===== config.mk =====
export PLATFORM = sky130hd
export DESIGN_NAME = nabp_processing_ring_control
export DESIGN_NICKNAME = d
export VERILOG_FILES = /design/src/rtl/nabp_processing_ring_control.sv
export SDC_FILE = /design/constraint.sdc
export NUM_CORES = 1
export LEC_CHECK = 0
export BUFFER_PORTS_ARGS = -buffer_cell sky130_fd_sc_hd__buf_4
export CORE_UTILIZATION = 38
export CTS_CLUSTER_SIZE = 12
export DETAILED_ROUTE_END_ITERATION = 8
export PLACE_DENSITY = 0.83
export SLEW_MARGIN = 20
export SYNTH_ARGS = -nofsm -noshare
export SYNTH_HDL_FRONTEND = slang
export SYNTH_SLANG_ARGS = --single-unit

===== constraint.sdc =====
create_clock -name clk -period 1.4 [get_ports clk]
set_clock_uncertainty 0.1 [all_clocks]
set_input_delay 0.14 -clock clk [delete_from_list [all_inputs] [get_ports clk]]
set_output_delay 0.14 -clock clk [all_outputs]
set_load 0.02 [all_outputs]

===== src/rtl/nabp_processing_ring_control.sv =====
// nabp_processing_ring_control
// Sequences a ring of NUM_SLOTS processing swappables. One slot fills while the
// earlier slots finish shifting. Line iterations are issued per angle, angles are
// requested from the filtered RAM swap control, and the PE kick/reset and
// angle-setup strobes are generated.
// Optional macro NABP_RING_STALL_STATS_EN: enables the saturating stall_count
// counter; when undefined stall_count is tied to zero.
module nabp_processing_ring_control #(
    parameter int unsigned NUM_SLOTS      = 2,
    parameter int unsigned PARTITION_SIZE = 16,
    parameter int unsigned PTR_W          = (NUM_SLOTS > 2) ? $clog2(NUM_SLOTS) : 1,
    parameter int unsigned ITR_W          = (PARTITION_SIZE > 2) ? $clog2(PARTITION_SIZE) : 1
) (
    input  logic                 clk,
    input  logic                 reset,
    input  logic                 fr_has_next_angle,
    input  logic                 fr_next_angle_ack,
    output logic                 fr_next_angle,
    input  logic [NUM_SLOTS-1:0] sl_fill_done,
    input  logic [NUM_SLOTS-1:0] sl_idle,
    output logic [NUM_SLOTS-1:0] sl_start,
    output logic [NUM_SLOTS-1:0] sl_swap_ack,
    output logic [PTR_W-1:0]     fill_ptr,
    output logic [ITR_W-1:0]     line_itr,
    output logic                 angle_setup,
    output logic                 pe_reset,
    output logic                 pe_kick,
    output logic                 busy,
    output logic [31:0]          stall_count
);

    typedef enum logic [2:0] {
        StReady, StSetup1, StSetup2, StRun, StReq, StAngle1, StAngle2, StDrain
    } state_t;

    localparam logic [PTR_W-1:0]     LastPtr  = PTR_W'(NUM_SLOTS - 1);
    localparam logic [ITR_W-1:0]     LastItr  = ITR_W'(PARTITION_SIZE - 1);
    localparam logic [NUM_SLOTS-1:0] OneHot0  = NUM_SLOTS'(1);

    state_t           state_q, state_d;
    logic [PTR_W-1:0] ptr_q, ptr_d;
    logic [ITR_W-1:0] itr_q, itr_d;

    logic [PTR_W-1:0] next_ptr;
    logic [PTR_W-1:0] start_idx;
    logic             can_swap;
    logic             do_start, start_nxt, do_swap, req, setup, per;

    // Explicit wrap so non-power-of-2 rings never index a missing slot
    assign next_ptr = (ptr_q == LastPtr) ? '0 : ptr_q + PTR_W'(1);
    assign can_swap = sl_fill_done[ptr_q] & sl_idle[next_ptr];

    // Next-state decode and Mealy pulse requests
    always_comb begin
        state_d   = state_q;
        ptr_d     = ptr_q;
        itr_d     = itr_q;
        do_start  = 1'b0;
        start_nxt = 1'b0;
        do_swap   = 1'b0;
        req       = 1'b0;
        setup     = 1'b0;
        per       = 1'b0;
        case (state_q)
            StReady: begin
                req = fr_has_next_angle;
                if (fr_has_next_angle && fr_next_angle_ack) state_d = StSetup1;
            end
            // One cycle of LUT latency before the angle values are usable
            StSetup1: state_d = StSetup2;
            StSetup2: begin
                setup = 1'b1;
                itr_d = '0;
                if (sl_idle[ptr_q]) begin
                    do_start = 1'b1;
                    per      = 1'b1;
                    state_d  = StRun;
                end
            end
            StRun: begin
                if (can_swap) begin
                    if (itr_q != LastItr) begin
                        do_swap   = 1'b1;
                        do_start  = 1'b1;
                        start_nxt = 1'b1;
                        ptr_d     = next_ptr;
                        itr_d     = itr_q + ITR_W'(1);
                    end else if (fr_has_next_angle) begin
                        state_d = StReq;
                    end else begin
                        do_swap = 1'b1;
                        state_d = StDrain;
                    end
                end
            end
            // Slots hold fill_done until acked, so can_swap stays true through here
            StReq: begin
                req = 1'b1;
                if (!fr_has_next_angle) begin
                    do_swap = 1'b1;
                    state_d = StDrain;
                end else if (fr_next_angle_ack) begin
                    state_d = StAngle1;
                end
            end
            StAngle1: state_d = StAngle2;
            StAngle2: begin
                setup     = 1'b1;
                do_swap   = 1'b1;
                do_start  = 1'b1;
                start_nxt = 1'b1;
                ptr_d     = next_ptr;
                itr_d     = '0;
                state_d   = StRun;
            end
            StDrain: begin
                if (&sl_idle) state_d = StReady;
            end
            default: state_d = StReady;
        endcase
    end

    // State, fill pointer and line counter
    always_ff @(posedge clk) begin
        if (reset) begin
            state_q <= StReady;
            ptr_q   <= '0;
            itr_q   <= '0;
        end else begin
            state_q <= state_d;
            ptr_q   <= ptr_d;
            itr_q   <= itr_d;
        end
    end

    // Pulses are suppressed while reset is held
    assign start_idx     = start_nxt ? next_ptr : ptr_q;
    assign sl_start      = (do_start && !reset) ? (OneHot0 << start_idx) : '0;
    assign sl_swap_ack   = (do_swap && !reset) ? (OneHot0 << ptr_q) : '0;
    assign fr_next_angle = req && !reset;
    assign angle_setup   = setup && !reset;
    assign pe_reset      = per && !reset;
    assign pe_kick       = |sl_swap_ack;
    assign busy          = (state_q != StReady);
    assign fill_ptr      = ptr_q;
    assign line_itr      = itr_q;

`ifdef NABP_RING_STALL_STATS_EN
    logic [31:0] stall_q, stall_d;
    logic        stall_cyc;

    assign stall_cyc = (state_q == StRun) && sl_fill_done[ptr_q] && !sl_idle[next_ptr];

    // Saturating count of cycles the filled slot waits on a busy successor
    always_comb begin
        stall_d = stall_q;
        if (stall_cyc && (stall_q != '1)) stall_d = stall_q + 32'd1;
    end

    // Stall counter register
    always_ff @(posedge clk) begin
        if (reset) stall_q <= '0;
        else       stall_q <= stall_d;
    end

    assign stall_count = stall_q;
`else
    assign stall_count = '0;
`endif

endmodule


==> results.cfg, run 1 <==
[min_path]
hold-path-endpoint = state_q[1]
hp-class = in -> reg
worstHoldStart = fr_has_next_angle
hold_path_depth = 2

[global_route]
grt_overflow = 0
grt_pass1_vias = 758
grt_antenna_before_repair = 0
grt_usage = 0.171
grt_max_degree = 12
grt_pass1_wl_um = 3280

[sta]
setup_violations = 13
setup_slack_ns = -0.354
fmax_mhz = 570
post-route-min-period_ns = 1.75
hold_viol = 0
rsz0062_at_grt = true
fin_crit_sh = 1.25
slew_viol_final = 0

[worst_setup_path]
rr_endpoint = line_itr[3]
cp_max_fo = 4
cp-end-kind = primary output
r2r_slack_ns = -0.14
r2r_cells = 5
critical_path_class = reg -> out
crit_path_start_kind = register
rr_startpoint = fill_ptr
cp.required_ns = 1.16
cp.arrival_ns = 1.51

[pwr]
ir_drop_v = 0.000458
power_mw = 0.636
p_per_area_mw_per_mm2 = 476
p_leak_nw = 0.592

[logic_synthesis]
synth_area_um2 = 871
synth_xor_area_frac = 0.0201
syn_inst = 110
ys_warn_count = 0
avgSynthCellArea_um2 = 7.92
synth_top_family_by_area = buffers and inverters
synth-compound-area-share = 0.201
yosys.area.top_type = buf_4
synth_cell_types = 39
synthAdderAreaFrac = 0.0144
yosys.area_share.simple = 0.247
synth_top_area_share = 0.276
ys_top_cells_by_area = buf_4, dfxtp_1, nor2_1
synth_seq_cells = 8
synthMuxAreaShare = 0.0115
ys_seq_area_frac = 0.184

[floorplanning]
initial_utilization = 0.422
die_h_um = 49.9
rows = 16
io_pins = 54
core-area_mm2 = 0.00206
dieArea_mm2 = 0.00249
dieWidth_um = 49.9

[placement]
post-dp-hpwl_um = 1510
gp_congestion = 0.927
portBuffers = 21
postPlaceCellArea_mm2 = 0.00109
preCtsSetupSlack_ns = -0.117
dpl.cell_count = 167

[layout]
drive_above_1_share = 0.523
finalInstanceArea_mm2 = 0.00134
layout_common_cells = conb_1, buf_4, buf_6
nFillCells = 156
final_common_cell = conb_1
finalNonFillerCells = 176
antenna_cells = 0
layout.nets = 159
areaGrowthSynthToFinish_pct = 53.3

[clocking]
holdBufCountCts = 0
cts-root-buf = clkbuf_4
cts_buffers = 3
clkTransAtPathRegs_ns = 0.06
cts_num_sinks = 8
htreeDepth = 1
cts_tree = built
clk_latency_ns = 0.26
cts.path.max_buffers = 2

[drt]
routedWlPerCell_um = 12.1
drc = 0
drtIter0Drc = 13
wl_um = 2140
vias_per_cell = 4.84
firstDrtPassIters = 4
ant_nets = 0
via_count = 852

[status]
violations = negative setup slack
status = complete, but fails checks

[job]
maxCapViolCount = 0
where the power goes:
group / total, mW / leakage (nW) / internal (mW) / switching, mW
clock network: 0.188 / 0.0150 / 0.109 / 0.0791
logic: 0.218 / 0.509 / 0.0702 / 0.148
registers: 0.229 / 0.0685 / 0.226 / 0.00301
total: 0.636 / 0.592 / 0.405 / 0.230
cell families (layout without fill, tap and decap cells):
logic type	count (synthesis)	after routing
adder cells (fa/ha/maj)	1	1
AND/OR/NAND/NOR	35	35
AO/OA/AOI/OAI	23	23
other	1	32
buffers and inverters	39	47
XOR/XNOR	2	2
flip-flops	8	8
multiplexers	1	1
cell type report:
cell class	count	area [µm²]	share of cell area
Multi-Input combinational cell	94	728	0.545
Sequential cell	8	175	0.131
Inverter	2	7.51	0.00562
Tap cell	27	33.8	0.0253
Clock buffer	4	26.3	0.0197
Timing Repair Buffer	41	364	0.273
per-stage QoR:
stage / utilization / setup TNS [ns] / hold slack, ns
floorplan: - / -0.413 / 0.145
global route: 0.647 / -3.27 / 0.0105
CTS: 0.606 / -2.13 / 0.00963
detailed placement: 0.527 / -0.459 / 0.284
finish: 0.647 / -2.16 / 0.0102
global placement: 0.527 / -0.284 / 0.276
sequential cells by signal, summed over array words and instances (netlist names):
name / flops
line_itr: 4
state_q: 3
fill_ptr: 1
how the worst max path moves through the flow:
stage	startpoint	end	slack, ns	depth (start not counted)
floorplan	fill_ptr	sl_swap_ack[0]	-0.13	5
global placement	fill_ptr	sl_start[1]	-0.1	5
detailed placement	fill_ptr	sl_start[1]	-0.12	5
CTS	fill_ptr	sl_start[1]	-0.36	5
global route	state_q[2]	sl_start[1]	-0.45	5
finish	fill_ptr	sl_start[1]	-0.35	5
routing by layer:
layer / up-vias / global-route usage / share of wire
met4: 0 / 0.0571 / 0.018
li1: 399 / - / -
met2: 42 / 0.306 / 0.55
met3: 4 / 0.0247 / 0.054
met5: - / 0 / 0
met1: 407 / 0.204 / 0.38
Yosys cell counts:
library cell	instances
a21o_1	1
a22o_1	1
o2bb2ai_1	1
nor3b_1	2
and3_4	1
o2111ai_1	1
inv_1	2
buf_6	1
xor2_1	2
nand3b_1	2
nand4b_1	1
nor2_1	7
nand3_4	1
and2_1	2
and3b_2	2
clkbuf_1	2
nand2b_1	4
buf_4	32
or3_1	2
a21bo_2	1
nand2_1	6
conb_1	1
o21ai_0	4
a211o_1	1
a32o_1	1
a21oi_1	5
mux2i_1	1
o221ai_1	1
a221oi_1	2
a22oi_1	1
buf_2	2
nor4_1	1
nor2b_1	2
o211ai_4	1
o22ai_1	1
nand3_1	2
dfxtp_1	8
ha_1	1
a31oi_1	1
timing repair:
action	CTS	global route
pin swaps	14	7
hold endpoints to repair	0	0
buffers inserted	5	2
setup endpoints to repair	13	14
gates resized for setup	27	13
worst max-delay path: stages (launching register included):
cell	delay (ns)
dfxtp_4	0.35
and3b_2	0.31
o211ai_4	0.09
a211o_1	0.31
o21ai_4	0.07
buf_6	0.13
Note: power is estimated with default switching activity, not from simulation.
==> run 2, diff against run 1 <==
- CORE_UTILIZATION: 38 -> 25
- PLACE_DENSITY: 0.83 -> 0.61
==> results.cfg, run 2 (synthesis results as in run 1) <==
[floorplanning]
core-area_mm2 = 0.00334
initial_utilization = 0.261
die_h_um = 61.0
io_pins = 54
dieWidth_um = 61.0
rows = 21
dieArea_mm2 = 0.00372

[clocking]
cts.path.max_buffers = 2
clk_latency_ns = 0.26
holdBufCountCts = 0
cts_num_sinks = 8
cts_buffers = 3
cts-root-buf = clkbuf_4
cts_tree = built
clkTransAtPathRegs_ns = 0.06
htreeDepth = 1

[layout]
antenna_cells = 0
finalNonFillerCells = 198
largest_register_ffs = 4
fin_util = 0.408
layout_common_cells = conb_1, buf_4, buf_6
multi_input_area_um2 = 722
nFillCells = 345
layout.nets = 162
areaGrowthSynthToFinish_pct = 56.3
drive_above_1_share = 0.533
seqCellArea_um2 = 173

[global_route]
grt_overflow = 0
grt_pass1_wl_um = 3390
grt_pass1_vias = 784
grt_usage = 0.121
grt_antenna_before_repair = 0
grt_max_degree = 12

[drt]
routedWlPerCell_um = 10.5
wl_um = 2070
via_count = 824
firstDrtPassIters = 4
drc = 0
ant_nets = 0
drtIter0Drc = 33
vias_per_cell = 4.16

[sta]
hold_viol = 0
rsz0062_at_grt = true
post-route-min-period_ns = 1.76
setup_slack_ns = -0.363
final.setup.tns_ns = -2.40
hold_ws_ns = 0.0226
slew_viol_final = 0
fmax_mhz = 567
fin_crit_sh = 1.26
setup_violations = 14

[status]
violations = negative setup slack
status = complete, but fails checks

[placement]
preCtsSetupSlack_ns = -0.150
portBuffers = 21
post-dp-hpwl_um = 1630
dpl.cell_count = 189
gp_congestion = 0.822

[job]
maxCapViolCount = 0

[pwr]
p_per_area_mw_per_mm2 = 465
ir_drop_v = 0.000309
p_leak_nw = 0.599

[worst_setup_path]
cp.required_ns = 1.16
cpPeakStageDelay_ns = 0.35
crit_path_start_kind = register
critical_path_class = reg -> out
cp_max_fo = 4
crit_chain = and3b_2 -> o211ai_4 -> a211o_1 -> o21ai_4 -> buf_6
cp.arrival_ns = 1.52
crit_slowest_cell = dfxtp_4
cp-end-kind = primary output

[min_path]
hp-class = in -> reg
[run 2: timing repair]
item | 4_1_cts | 5_1_grt
resized for setup | 28 | 7
setup endpoints to repair | 14 | 17
pin swaps | 14 | 7
setup buffers | 4 | 2
[run 2: report_power, final]
| part | internal [mW] | switching [mW] | total, mW |
|---|---|---|---|
| combinational | 0.0675 | 0.144 | 0.212 |
| sequential | 0.228 | 0.00347 | 0.231 |
| clock | 0.109 | 0.0804 | 0.190 |
| total | 0.404 | 0.228 | 0.633 |
[run 2: area by class of cell]
cell class	count	area share
clock buffers	4	0.0193
inverters	2	0.00551
well taps	46	0.0423
repair buffers	44	0.276
flip-flops and latches	8	0.127
multi-input cells	94	0.530
[run 2: metrics by stage]
step,power [mW],instance area [µm²]
6_report,0.633,1360
5_1_grt,0.679,1360
4_1_cts,0.642,1320
3_5_place_dp,0.415,1130
3_3_place_gp,0.413,1130
2_1_floorplan,0.433,1050
[run 2: worst paths after layout]
check	start	end	slack, ns	depth (start not counted)
min	fr_has_next_angle	state_q[1]	0.02	2
max reg2reg	fill_ptr	line_itr[3]	-0.13	5
max	fill_ptr	sl_start[1]	-0.36	5
min reg2reg	state_q[2]	state_q[2]	0.44	2
[run 2: per-layer routing]
metal	global-route usage	part of all wire	wire length, µm
met5	0	0	0
met4	0.0584	0.0077	16
met3	0.0210	0.046	95
met2	0.220	0.52	1080
met1	0.137	0.42	878
[run 2: critical path, delay by kind of cell (launching register included)]
kind / cells / cell delay (ns)
DFF: 1 / 0.35
AOI/OAI and AO/OA: 3 / 0.48
buffers and inverters: 1 / 0.13
and+or+nand+nor: 1 / 0.31
==> run 3, diff against run 2 <==
- ABC_AREA: unset -> 1
- CORE_ASPECT_RATIO: unset -> 2
- PLACE_DENSITY: 0.61 -> 0.6
==> results.cfg, run 3 <==
[pwr]
p_leak_nw = 0.705
ir_drop_v = 0.000638
p_per_area_mw_per_mm2 = 1590
power_mw = 2.39

[drt]
drtIter0Drc = 18
via_count = 1032
firstDrtPassIters = 2
routedWlPerCell_um = 11.0
wl_um = 2650
ant_nets = 0
drc = 0
vias_per_cell = 4.28

[global_route]
grt_antenna_before_repair = 0
grt_overflow = 0
grt_pass1_vias = 983
grt_pass1_wl_um = 4020
grt_usage = 0.140
grt_max_degree = 11

[sta]
setup_slack_ns = -0.296
hold_ws_ns = 0.0790
hold_viol = 0
setup_violations = 16
fin_crit_sh = 1.21
slew_viol_final = 0
fmax_mhz = 589
post-route-min-period_ns = 1.70
rsz0062_at_grt = true

[logic_synthesis]
yosys.area.top_type = buf_4
synth_cell_types = 25
syn_inst = 145
synth_area_um2 = 941
ys_seq_area_frac = 0.170
ys.flop_type = dfxtp_1
ys_async_sr_fraction = 0
ys_top_cells_by_count = buf_4, nand2_1, nor2_1, nand3_1
yosysMostFrequentCell = buf_4
synth_top_area_share = 0.263
avgSynthCellArea_um2 = 6.49
ys_warn_count = 0
synth_edf_count = 0
synth_seq_cells = 8
ys_top_cells_by_area = buf_4, dfxtp_1, nand2_1

[floorplanning]
dieArea_mm2 = 0.00403
initial_utilization = 0.261
dieWidth_um = 45.4
io_pins = 54
rows = 31
die_h_um = 88.8
core-area_mm2 = 0.00361

[worst_setup_path]
crit_chain = nand2_4 -> nor2_8 -> inv_4 -> nand2_4 -> nand4_1 -> nand2_2 -> nor2_4 -> buf_6
cp-end-kind = primary output
cpPeakStageDelay_ns = 0.36
cp.arrival_ns = 1.46
crit_slowest_cell = dfxtp_4
cp.required_ns = 1.16
cp_max_fo = 5
crit_path_start_kind = register
path_buf_inv = 2
crit_family = simple AND/OR/NAND/NOR gates
crit_top_cell = nand2_4
critical_path_class = reg -> out

[clocking]
clk_latency_ns = 0.24
clkTransAtPathRegs_ns = 0.05
cts.path.max_buffers = 2
cts_num_sinks = 8
holdBufCountCts = 0
htreeDepth = 1
cts-root-buf = clkbuf_8
cts_buffers = 3
cts_tree = built

[layout]
final_common_cell = buf_4
antenna_cells = 0
layout_common_cells = buf_4, conb_1, nand2_2
fin_util = 0.416
largest_register_ffs = 4
layout.nets = 202
areaGrowthSynthToFinish_pct = 59.6
drive_above_1_share = 0.563

[status]
status = complete, but fails checks
violations = negative setup slack

[job]
maxCapViolCount = 0

[min_path]
hp-class = in -> reg

[placement]
preCtsSetupSlack_ns = -0.118
post-dp-hpwl_um = 2150
gp_congestion = 0.765
portBuffers = 21
==> run 3: changes by cell type in the layout (fill, tap and decap cells not counted), sizes merged, moves of 3 or more <==
cell | before | now
buf | 44 | 47
inv | 2 | 11
nand2 | 6 | 30
nand2b | 4 | 0
nand3 | 3 | 18
nand4 | 0 | 3
nor2 | 7 | 24
==> run 3: layout make-up <==
cell class	instances	area [µm²]
clock buffer	4	45.0
multi-input combinational	122	790
timing repair buffer	47	379
sequential	8	183
tap	49	61.3
fill	381	2110
inverter	11	43.8
==> run 3: worst paths after layout <==
check | cells past startpoint | slack (ns) | endpoint | startpoint
worst max register to register | 10 | -0.08 | state_q[1] | state_q[1]
worst max-delay path | 8 | -0.30 | sl_start[1] | state_q[1]
worst min-delay path | 2 | 0.08 | line_itr[1] | reset
worst min register to register | 2 | 0.43 | state_q[2] | state_q[2]
==> run 3: through the flow <==
stage,cells,instance area (µm²),setup TNS (ns)
2_1_floorplan,176,1140,-0.0904
6_report,241,1500,-1.99
5_1_grt,241,1500,-3.26
3_5_place_dp,233,1270,-0.731
4_1_cts,239,1400,-2.47
3_3_place_gp,233,1270,-0.689
==> run 3: cell families after synthesis <==
logic type,Yosys count,synth area share
other,1,0.00399
adder cells (fa/ha/maj),1,0.0133
flip-flops,8,0.170
XOR/XNOR,1,0.00931
AND/OR/NAND/NOR,77,0.419
AO/OA/AOI/OAI,11,0.0612
buffers and inverters,46,0.323
==> run 3: layer usage <==
metal / vias up / share of wire / GRT usage
met1: 476 / 0.28 / 0.101
met3: 15 / 0.052 / 0.0245
met5: - / 0 / 0
met2: 48 / 0.61 / 0.279
li1: 493 / - / -
met4: 0 / 0.060 / 0.116
==> run 3: report_power, final <==
part | internal, mW | switching [mW] | total [mW] | leakage, nW
logic | 0.713 | 0.980 | 1.69 | 0.612
registers | 0.318 | 0.0726 | 0.390 | 0.0702
clock network | 0.199 | 0.107 | 0.305 | 0.0228
==> run 3: what timing repair did <==
item                                    in CTS  in global routing
pin swaps                                   19                 18
endpoints found under the setup margin      12                 15
setup buffers                                4                  4
gates resized for setup                     24                 21
